**src/rtl/instr_decoder_fifo.sv**
```systemverilog
// Instruction capture/decode front end: strobe edge detect, FIFO, output hold stage.
// Ports: clk_en/reset_n, strobe + dataA/dataB in, valid/ready out, FIFO flags; macro DECODER_OPCODE_FILTER_EN.
module instr_decoder_fifo #(
  parameter int DATA_W      = 32,
  parameter int OPCODE_W    = 4,
  parameter int REG_W       = 14,
  parameter int DEPTH       = 8,
  parameter int NUM_OPCODES = 10
) (
  input  logic                       clk_en,
  input  logic                       reset_n,
  input  logic                       new_instruction,
  input  logic [DATA_W-1:0]          dataA,
  input  logic [DATA_W-1:0]          dataB,
  input  logic                       out_ready,
  output logic                       out_valid,
  output logic [OPCODE_W-1:0]        out_opcode,
  output logic [REG_W-1:0]           out_register,
  output logic [DATA_W-1:0]          out_data,
  output logic                       fifo_full,
  output logic                       fifo_empty,
  output logic [$clog2(DEPTH+1)-1:0] fifo_level,
  output logic                       overflow,
  output logic                       bad_opcode
);

  localparam int LW = $clog2(DEPTH + 1);
  localparam int PW = $clog2(DEPTH);
  localparam int FW = OPCODE_W + REG_W;
  localparam int EW = FW + DATA_W;

  localparam logic ST_EMPTY = 1'b0;
  localparam logic ST_HOLD  = 1'b1;

  localparam logic [OPCODE_W:0] NUM_OP =
    NUM_OPCODES[OPCODE_W:0];

  logic [EW-1:0] mem [DEPTH];
  logic [EW-1:0] head;
  logic [EW-1:0] entry;

  logic          state;
  logic          strobe_q;
  logic [PW-1:0] wptr;
  logic [PW-1:0] rptr;
  logic [LW-1:0] level;

  logic capture;
  logic op_legal;
  logic op_ok;
  logic adv;
  logic pop;
  logic push;
  logic drop;

  logic unused_hi;
  assign unused_hi = ^dataA[DATA_W-1:FW];

  assign entry    = {dataB, dataA[FW-1:0]};
  assign head     = mem[rptr];
  assign capture  = strobe_q & ~new_instruction;
  assign op_legal = {1'b0, dataA[OPCODE_W-1:0]} < NUM_OP;

`ifdef DECODER_OPCODE_FILTER_EN
  assign op_ok = op_legal;

  always_ff @(posedge clk_en or negedge reset_n) begin
    if (!reset_n) begin
      bad_opcode <= 1'b0;
    end else if (capture && !op_legal) begin
      bad_opcode <= 1'b1;
    end
  end
`else
  logic unused_op_legal;
  assign unused_op_legal = op_legal;
  assign op_ok           = 1'b1;
  assign bad_opcode      = 1'b0;
`endif

  assign fifo_level = level;
  assign fifo_empty = (level == '0);
  assign fifo_full  = (level == LW'(DEPTH));
  assign out_valid  = (state == ST_HOLD);

  // The output stage reloads whenever it is empty or its word is taken;
  // a pop frees a slot, so a capture against a full FIFO then still fits.
  assign adv  = (state == ST_EMPTY) | out_ready;
  assign pop  = adv & ~fifo_empty;
  assign push = capture & op_ok & (~fifo_full | pop);
  assign drop = capture & op_ok & fifo_full & ~pop;

  always_ff @(posedge clk_en) begin
    if (push) begin
      mem[wptr] <= entry;
    end
  end

  always_ff @(posedge clk_en or negedge reset_n) begin
    if (!reset_n) begin
      strobe_q     <= 1'b1;
      state        <= ST_EMPTY;
      wptr         <= '0;
      rptr         <= '0;
      level        <= '0;
      overflow     <= 1'b0;
      out_opcode   <= '0;
      out_register <= '0;
      out_data     <= '0;
    end else begin
      strobe_q <= new_instruction;
      if (push) begin
        wptr <= wptr + PW'(1);
      end
      if (pop) begin
        rptr <= rptr + PW'(1);
      end
      unique case ({push, pop})
        2'b10:   level <= level + LW'(1);
        2'b01:   level <= level - LW'(1);
        default: level <= level;
      endcase
      if (drop) begin
        overflow <= 1'b1;
      end
      if (adv) begin
        state <= pop ? ST_HOLD : ST_EMPTY;
      end
      if (pop) begin
        out_opcode   <= head[OPCODE_W-1:0];
        out_register <= head[FW-1:OPCODE_W];
        out_data     <= head[EW-1:FW];
      end
    end
  end

endmodule

```
**config.mk**
```make
export PLATFORM = sky130hd
export DESIGN_NAME = instr_decoder_fifo
export DESIGN_NICKNAME = d
export VERILOG_FILES = /design/src/rtl/instr_decoder_fifo.sv
export SDC_FILE = /design/constraint.sdc
export NUM_CORES = 1
export LEC_CHECK = 0
export ABC_CLOCK_PERIOD_IN_PS = 4800
export CAP_MARGIN = 20
export CORE_UTILIZATION = 35
export DETAILED_ROUTE_END_ITERATION = 8
export GPL_ROUTABILITY_DRIVEN = 0
export PLACE_DENSITY_LB_ADDON = 0.25
export SYNTH_ARGS = -nofsm -noshare
export SYNTH_HDL_FRONTEND = slang
export SYNTH_SLANG_ARGS = --single-unit
```
**constraint.sdc**
```tcl
create_clock -name clk_en -period 4.8 [get_ports clk_en]
set_input_delay 0.72 -clock clk_en [delete_from_list [all_inputs] [get_ports clk_en]]
set_output_delay 0.72 -clock clk_en [all_outputs]
set_load 0.01 [all_outputs]
```
# == Word-level counts from Yosys, hierarchy flattened ==
# Memory sizes are Yosys's and may differ from the RTL's. A register that Yosys moved wholly into a read port is not among the register bits.
# Index checks and enable logic that the tools add are counted.
# op_classes
addsub,4
eq_ne,3
mux,4
n_bitwise,12
n_reduce_logical,3
# op_table
operator,n
case mux 4 bit (2 select lines),1
adder 3 x 1 -> 3 bit (second input constant),2
bitwise AND 1 bit,5
NOT 1 bit,5
adder 4 x 1 -> 4 bit (second input constant),1
== test 4 bit (second input constant),1
logical NOT 4 bit,1
subtractor 4 x 1 -> 4 bit (second input constant),1
2-to-1 mux 1 bit,3
== test 2 x 1 -> 1 bit (second input constant),1
== test 2 bit (second input constant),1
bitwise OR 1 bit,2
nonzero test 2 bit,1
logical NOT 1 bit,1
# word_totals
reg_bits,13
mem_bits_rw,400
elab_cells,33
n_memories,1
# memory_table
memory,depth,width,rd,rd_ports_with_merged_regs,write_ports,line,rtl
mem,8,50,1,1,1,38,logic [EW-1:0] mem [DEPTH];

# == Depth between registers and ports, before layout ==
# Gate-level depths: netlist (run 1).
# logic_depth
ltp_word,7
depth_mapped,9

# == Least setup slack after synthesis (run 1) ==
# Ideal clock, no wire load.
# synth_path
kind,input to register
from,input port new_instruction
to,memory mem[0][0] in the netlist's numbering (enable)
arrival_time_ns,4.839
t_required_ns,4.281
slack_ns,-0.558
cell_stages,5
path_cell_list,nand2b_1 > clkbuf_1 > a31oi_2 > nand2b_1 > nor3_1
# synth_between
elab_chain_len,5
# synth_rtl
element,line,rtl
from (decl),12,"input logic new_instruction,"
NOT 1 bit,61,assign capture = strobe_q & ~new_instruction;
bitwise AND 1 bit,61,
bitwise AND 1 bit,90,assign push = capture & op_ok & (~fifo_full | pop);
2-to-1 mux 1 bit,94,if (push) begin
2-to-1 mux 1 bit (not written as such),95,mem[wptr] <= entry;
to (decl),38,
# No other way between the ends.

# == Worst setup path after layout (run 1) ==
# layout_path
from,register level[1] (netlist: fifo_level[1])
to,output port fifo_full
# layout_between
elab_chain_len,1
# layout_rtl
element,line,rtl
from (decl),46,logic [LW-1:0] level;
from (signal assigned),119,2'b10: level <= level + LW'(1);
from (signal assigned),120,2'b01: level <= level - LW'(1);
from (signal assigned),121,default: level <= level;
== test 4 bit,83,assign fifo_full = (level == LW'(DEPTH));
to (decl),20,"output logic fifo_full,"
# No other way between the ends.

==> summary.txt, run 1 <==
Drt
  – Routed Antenna Nets: 0
  – DR pass1 iterations: 4
  – DRC Markers: 0
  – Vias/cell: 4.89
  – Routed wire length: 35600 um
  – Drt wl/cell: 21.3 um
  – Routed via count: 8171
  – DRT iter0 DRCs: 557

Power
  – Power per standard cell area: 584 nW/um2
  – Clock group share of total power: 29.9%
  – Sw Share: 28.7%
  – Leak: 6.96 nW
  – Cell Int Power: 0.00879 W
  – Worst-case vdd ir drop: 296 uV
  – Sequential share of power: 44.6%
  – Comb pwr share: 25.5%
  – Switching power: 0.00353 W

Synth
  – Cell area after synthesis: 17500 um2
  – #FFs+latches synth: 463
  – Synth warn: 0
  – Synth cell types: 38
  – Post-synth EDFFs: 400
  – Synth Instances: 822
  – Cell taking the most area after synthesis: edfxtp_1
  – Post-synthesis sequential area ratio: 77.5%
  – Async SR Flop Fraction: 13.6%
  – Area share of the largest cell type after synthesis: 68.5%
  – Avg Inst Size Synth: 21.3 um2
  – Synth area leaders: edfxtp_1, mux4_2, dfrtp_1, mux2i_1, a21oi_1
  – Syn_nets: 893
  – Synth cell count leaders: edfxtp_1, mux4_2, dfrtp_1, nor2_1, mux2i_1
  – Most instantiated library cell after synthesis: edfxtp_1
  – Most common flop cell mapped by yosys: edfxtp_1

STA
  – Worst Tran Pin Value: 1.04 ns
  – RSZ-0062 raised after global routing: no
  – Final setup TNS: 0 ns
  – Clock period minus worst slack: 2.97 ns
  – Clock Skews: 0.0252 ns
  – Hold Vio Cnt, Final: 0
  – Max frequency: 337 MHz
  – Relative slew slack: 30.6%
  – Final setup fails: 0
  – Final Slew Violations: 0
  – Setup ws final: 1.83 ns
  – Final period utilization: 61.8%
  – Fin Hold WS: 0.157 ns

Worst setup path
  – CP max stage delay: 0.54 ns
  – Critical Path Start: fifo_level[1]$_DFFE_PN0P_
  – CP Capture Point: fifo_full
  – Slowest CP cell: clkdlybuf4s50_1
  – Maximum fanout along the worst path: 9
  – Cell Chain, Critical Path: nor3_1, and2_1, clkdlybuf4s50_1
  – R2r setup slk: 1.99 ns
  – Critical path type: register to primary output
  – CP Launch Type: register
  – WP data arrival: 2.25 ns
  – R2R cell count: 5
  – R2R Path End: mem[4][33]$_DFFE_PP_
  – Worst EP required: 4.08 ns
  – Critical Path End Type: primary output
  – RR Startpoint: strobe_q$_DFF_PN1_

Global routing
  – Global-route wire length before repair: 54400 um
  – GR Overflow Total: 0
  – Antenna violations before repair: 4
  – Vias in the first global route: 8790
  – Total track usage: 14.5%
  – Largest net degree at the start of global routing: 65

Clock tree
  – Clk pin slew, worst setup/hold paths: 0.06 ns
  – CTS resizes: 0
  – Clock Tree Root: clkbuf_16
  – CTS Hold Buffers Added: 0
  – Clock Sinks: 463
  – CTS Buf Count: 50
  – CTS tree: done
  – Clock Path Buffers: 3
  – Post-CTS setup buffer count: 0
  – Clk Latency, worst-skew pair: 0.59 ns
  – H-tree lvl count: 2

Final layout
  – Layout area overhead: 20.3%
  – # diodes: 0
  – Nets@finish: 1038
  – Share of cells above drive strength 1: 23.1%
  – Non-Filler Instances: 1672
  – Fin area: 21100 um2

Die
  – Die height: 226 um
  – Core area: 49200 um2
  – Initial Util: 35.7%
  – Die width: 226 um
  – Die ar.: 51000 um2
  – # rows: 81
  – # IOs: 127

Place
  – Dpl ws: 1.26 ns
  – # port buffers: 111
  – Inst Count DP: 1579
  – HPWL after DPL: 20000 um
  – Area post-placement: 19500 um2

Flow run
  – Max-cap violation count: 0

Status
  – Outcome: finished clean

Min path
  – Min-delay worst type: input port to asynchronous set/reset pin
## critical path, delay by kind of cell (launching register included)
family / cells / cell delay [ns]
flops: 1 / 0.49
buf+inv: 1 / 0.54
simple gates: 2 / 0.63
## cells in the final DEF, fill, tap and decap left out, drive strengths merged, types with 2 or more instances in the layout
master and instances:
clkinv 22, clkdlybuf4s50 110, mux2i 51, dfrtp 62, a21o 2, ha 3, nor4 2, nor3 6
a21oi 51, o21ai 2, xnor2 5, inv 3, mux2 2, clkbuf 66, nand2b 6, nor2b 2
mux4 100, nor2 64, nand2 6, buf 27, edfxtp 400, xor2 2, bufinv 3
## power groups by stage
stage / registers (W) / clock network [W] / logic [W]
6_report: 0.00549 / 0.00369 / 0.00314
5_1_grt: 0.00558 / 0.00394 / 0.00344
4_1_cts: 0.00552 / 0.00379 / 0.00324
3_5_place_dp: 0.00560 / 0 / 0.00323
3_3_place_gp: 0.00558 / 0 / 0.00320
2_1_floorplan: 0.00531 / 0 / 0.00227
## per-stage QoR
step                      util [%]  total power (W)
after floorplan                  -          0.00757
after global placement        39.7          0.00878
after detailed placement      39.7          0.00883
after CTS                     42.9           0.0126
after global routing          42.9           0.0130
final                         42.9           0.0123
## sequential cells by signal, indices dropped and copies added, names as in the netlist
| signal | count |
|---|---|
| strobe_q | 1 |
| out_valid | 1 |
| wptr | 3 |
| overflow | 1 |
| out_data | 32 |
| out_register | 14 |
| mem | 400 |
| out_opcode | 4 |
| fifo_level | 4 |
| rptr | 3 |
## metal layers
metal,up-vias,share of wire (%),global-route usage (%)
met1,4313,44,19.2
met5,-,0.17,0
met4,8,2.1,4.52
li1,3620,-,-
met3,61,4.7,3.11
met2,169,49,23.9
## final cells by class
cell class                 count  area (um2)
timing repair buffer         137        1350
inverter                       1        3.75
multi-input combinational    314        3740
tap                          664         831
fill                        4281       28000
sequential                   463       13600
clock buffer                  66        1350
clock inverter                27         226
## worst min-delay path by stage
stage / end / slack [ns] / depth (start not counted)
2_1_floorplan: fifo_level[0]$_DFFE_PN0P_ / 0.42 / 0
3_3_place_gp: overflow$_DFFE_PN0P_ / 0.44 / 1
3_5_place_dp: overflow$_DFFE_PN0P_ / 0.45 / 1
4_1_cts: out_register[3]$_DFFE_PN0P_ / 0.16 / 1
5_1_grt: out_register[3]$_DFFE_PN0P_ / 0.20 / 1
6_report: out_register[3]$_DFFE_PN0P_ / 0.16 / 1
## cell families (layout without fill, tap and decap cells)
logic type / count (synthesis) / count (layout) / synth area share [%]
flops: 463 / 463 / 77.5
fa+ha+maj: 3 / 3 / 0.214
other cells: 1 / 1 / 0.0214
compound gates: 61 / 61 / 2.09
xor+xnor: 7 / 7 / 0.350
buf+inv: 45 / 231 / 1.61
simple gates: 89 / 89 / 2.34
mux: 153 / 153 / 15.9
Power figures use the tool's default switching activity.
==> inputs of run 2 (changes only) <==
ABC_CLOCK_PERIOD_IN_PS = 2420   (was 4800)
clock period = 2.42 ns   (was 4.8 ns; I/O delays follow)
==> run 2 against run 1 <==
  * Clock power increased by 93%
  * Non-clock buffer count increased by 22
  * Combinational power grew 120%
  * Wire length shrank 1.4%
  * Flip-flop and latch count unchanged
  * Count of clock-buffer cells in the layout rose by 7
  * Critical path type unchanged
  * Critical endpoint unchanged
  * Largest cell class unchanged
==> summary.txt, run 2 (synthesis results as in run 1) <==
Drt
  – Routed Antenna Nets: 0 (unchanged)
  – DRC Markers: 0 (unchanged)
  – Routed via count: 8091 (-0.98%)
  – DRT iter0 DRCs: 481 (-14%)
  – Vias/cell: 4.79 (-1.9%)
  – Drt wl/cell: 20.8 um (-2.3%)
  – DR pass1 iterations: 4 (unchanged)
  – Routed wire length: 35100 um (-1.4%)

Final layout
  – Nets@finish: 1057 (+1.8%)
  – # diodes: 0 (unchanged)
  – Max reg flops: 400 (unchanged)
  – Most frequent cells in the layout: edfxtp_1, clkdlybuf4s50_1, mux4_2
  – Most flops, register: mem
  – Top Registers: mem (400), out_data (32), out_register (14)
  – Layout Utilization: 43.8% (+0.87 points)
  – Fill cells: 4202 (-1.8%)
  – Footprint of the multi-input gates: 3780 um2 (+0.94%)
  – Layout area overhead: 22.8%
  – Share of cells above drive strength 1: 24.9% (+1.8 points)
  – Fin area: 21500 um2 (+2.0%)
  – Register area: 13600 um2 (about the same)
  – Commonest non-fill, non-tap cell in the layout: edfxtp_1

Worst setup path
  – CP Launch Type: register
  – Slowest CP cell: clkdlybuf4s50_1
  – Worst EP required: 2.06 ns (-2.02 ns)
  – Cell Chain, Critical Path: nor3_4, and2_1, clkdlybuf4s50_1
  – CP top delay family: buffers and inverters
  – Bufs and invs on worst path: 1 (unchanged)
  – Maximum fanout along the worst path: 7 (-2)
  – CP max stage delay: 0.54 ns (about the same)
  – WP data arrival: 1.95 ns (-0.30 ns)
  – Critical Path End Type: primary output
  – Critical path type: register to primary output

STA
  – Final period utilization: 95.4%
  – Final setup TNS: 0 ns (unchanged)
  – Relative slew slack: 52.7% (+22 points)
  – RSZ-0062 raised after global routing: no
  – Setup ws final: 0.112 ns (-1.72 ns)
  – Final setup fails: 0 (unchanged)
  – Hold Vio Cnt, Final: 0 (unchanged)
  – Clock Skews: 0.0191 ns (-0.00612 ns)
  – Final Slew Violations: 0 (unchanged)
  – Max frequency: 433 MHz
  – Clock period minus worst slack: 2.31 ns
  – Fin Hold WS: 0.271 ns (+0.114 ns)
  – Worst Tran Pin Value: 0.709 ns (-0.332 ns)

Place
  – Area post-placement: 20000 um2 (+2.2%)
  – HPWL after DPL: 20800 um (+3.9%)
  – Dpl ws: 0.0188 ns (-1.24 ns)
  – # port buffers: 111 (unchanged)

Die
  – Core area: 49200 um2 (unchanged)
  – Initial Util: 35.7% (unchanged)
  – Die ar.: 51000 um2 (unchanged)
  – Die height: 226 um (unchanged)
  – # rows: 81 (unchanged)
  – # IOs: 127 (unchanged)
  – Die width: 226 um (unchanged)

Global routing
  – Antenna violations before repair: 4 (unchanged)
  – Total track usage: 14.2% (-0.36 points)
  – Global-route wire length before repair: 53400 um (-1.7%)
  – GR Overflow Total: 0 (unchanged)
  – Largest net degree at the start of global routing: 50 (-23%)
  – Vias in the first global route: 8640 (-1.7%)

Min path
  – Min-delay worst type: input port to register

Clock tree
  – Clock Path Buffers: 3 (unchanged)
  – Clock Tree Root: clkbuf_16
  – Clk Latency, worst-skew pair: 0.55 ns (-0.04 ns)
  – CTS Buf Count: 47 (-6.0%)
  – Clock Sinks: 463 (unchanged)
  – CTS tree: done
  – Clk pin slew, worst setup/hold paths: 0.06 ns (about the same)
  – H-tree lvl count: 2 (unchanged)

Power
  – Comb pwr share: 28.2% (+2.7 points)
  – Leak: 7.13 nW (+2.4%)
  – Cell Int Power: 0.0177 W (+100%)
  – Worst-case vdd ir drop: 497 uV (+68%)
  – Power per standard cell area: 1140 nW/um2 (+96%)
  – Clock group share of total power: 28.9% (-1.0 points)
  – Switching power: 0.00693 W (+96%)
  – Sequential share of power: 42.9% (-1.7 points)
  – Sw Share: 28.1% (-0.51 points)

Status
  – Outcome: finished clean

Flow run
  – Max-cap violation count: 0 (unchanged)
==> run 2: layer usage <==
| layer | vias up | track usage, % | part of all wire, % |
|---|---|---|---|
| li1 | 3662 | - | - |
| met1 | 4228 | 18.8 | 45 |
| met2 | 137 | 23.4 | 49 |
| met3 | 56 | 3.21 | 4.5 |
| met4 | 8 | 4.02 | 1.8 |
| met5 | - | 0 | 0.16 |
==> run 2: final cells by class <==
class,count,area share [%]
clock buffers,73,6.53
clock inverters,14,0.569
inverters,1,0.0174
flip-flops and latches,463,63.2
repair buffers,159,8.34
multi-input cells,314,17.5
well taps,664,3.86
==> run 2: power by group through the flow <==
stage	Sequential, W	Combinational (W)	Clock (W)
3_3_place_gp	0.0107	0.00704	0
3_5_place_dp	0.0107	0.00707	0
5_1_grt	0.0107	0.00754	0.00758
2_1_floorplan	0.0105	0.00456	0
4_1_cts	0.0106	0.00710	0.00730
6_report	0.0106	0.00695	0.00711
==> run 2: metrics by stage <==
stage | instances | power, W
3_3_place_gp | 1597 | 0.0178
6_report | 1688 | 0.0246
5_1_grt | 1688 | 0.0258
3_5_place_dp | 1597 | 0.0178
4_1_cts | 1685 | 0.0250
2_1_floorplan | 822 | 0.0151
==> run 2: path summary, 6_finish.rpt <==
| kind | from | to | slack [ns] | cells after the start |
|---|---|---|---|---|
| setup / recovery | fifo_level[2]$_DFFE_PN0P_ | fifo_full | 0.11 | 3 |
| max in group asynchronous | reset_n | out_data[23]$_DFFE_PN0P_ | 1.42 | 3 |
| hold / removal | new_instruction | strobe_q$_DFF_PN1_ | 0.27 | 1 |
| setup reg to reg | fifo_level[2]$_DFFE_PN0P_ | mem[0][42]$_DFFE_PP_ | 0.28 | 6 |
| hold reg to reg | overflow$_DFFE_PN0P_ | overflow$_DFFE_PN0P_ | 0.45 | 1 |
| min in group asynchronous | reset_n | out_opcode[3]$_DFFE_PN0P_ | 0.38 | 2 |
==> run 2: worst register-to-register path: stages, from the launching register on <==
cell      delay [ns]
dfrtp_1         0.56
nor3_4          0.06
buf_4           0.15
a31oi_4         0.30
nand2b_4        0.16
nor3_4          0.26
buf_12          0.29
==> run 2: what timing repair did <==
action | in CTS | in global routing
pin swaps | 0 | 1
gates resized for setup | 4 | 0
endpoints found under the setup margin | 2 | 1
setup buffers | 0 | 3
hold buffers | 1 | 0
cloned | 0 | 0
hold endpoints to repair | 29 | 0
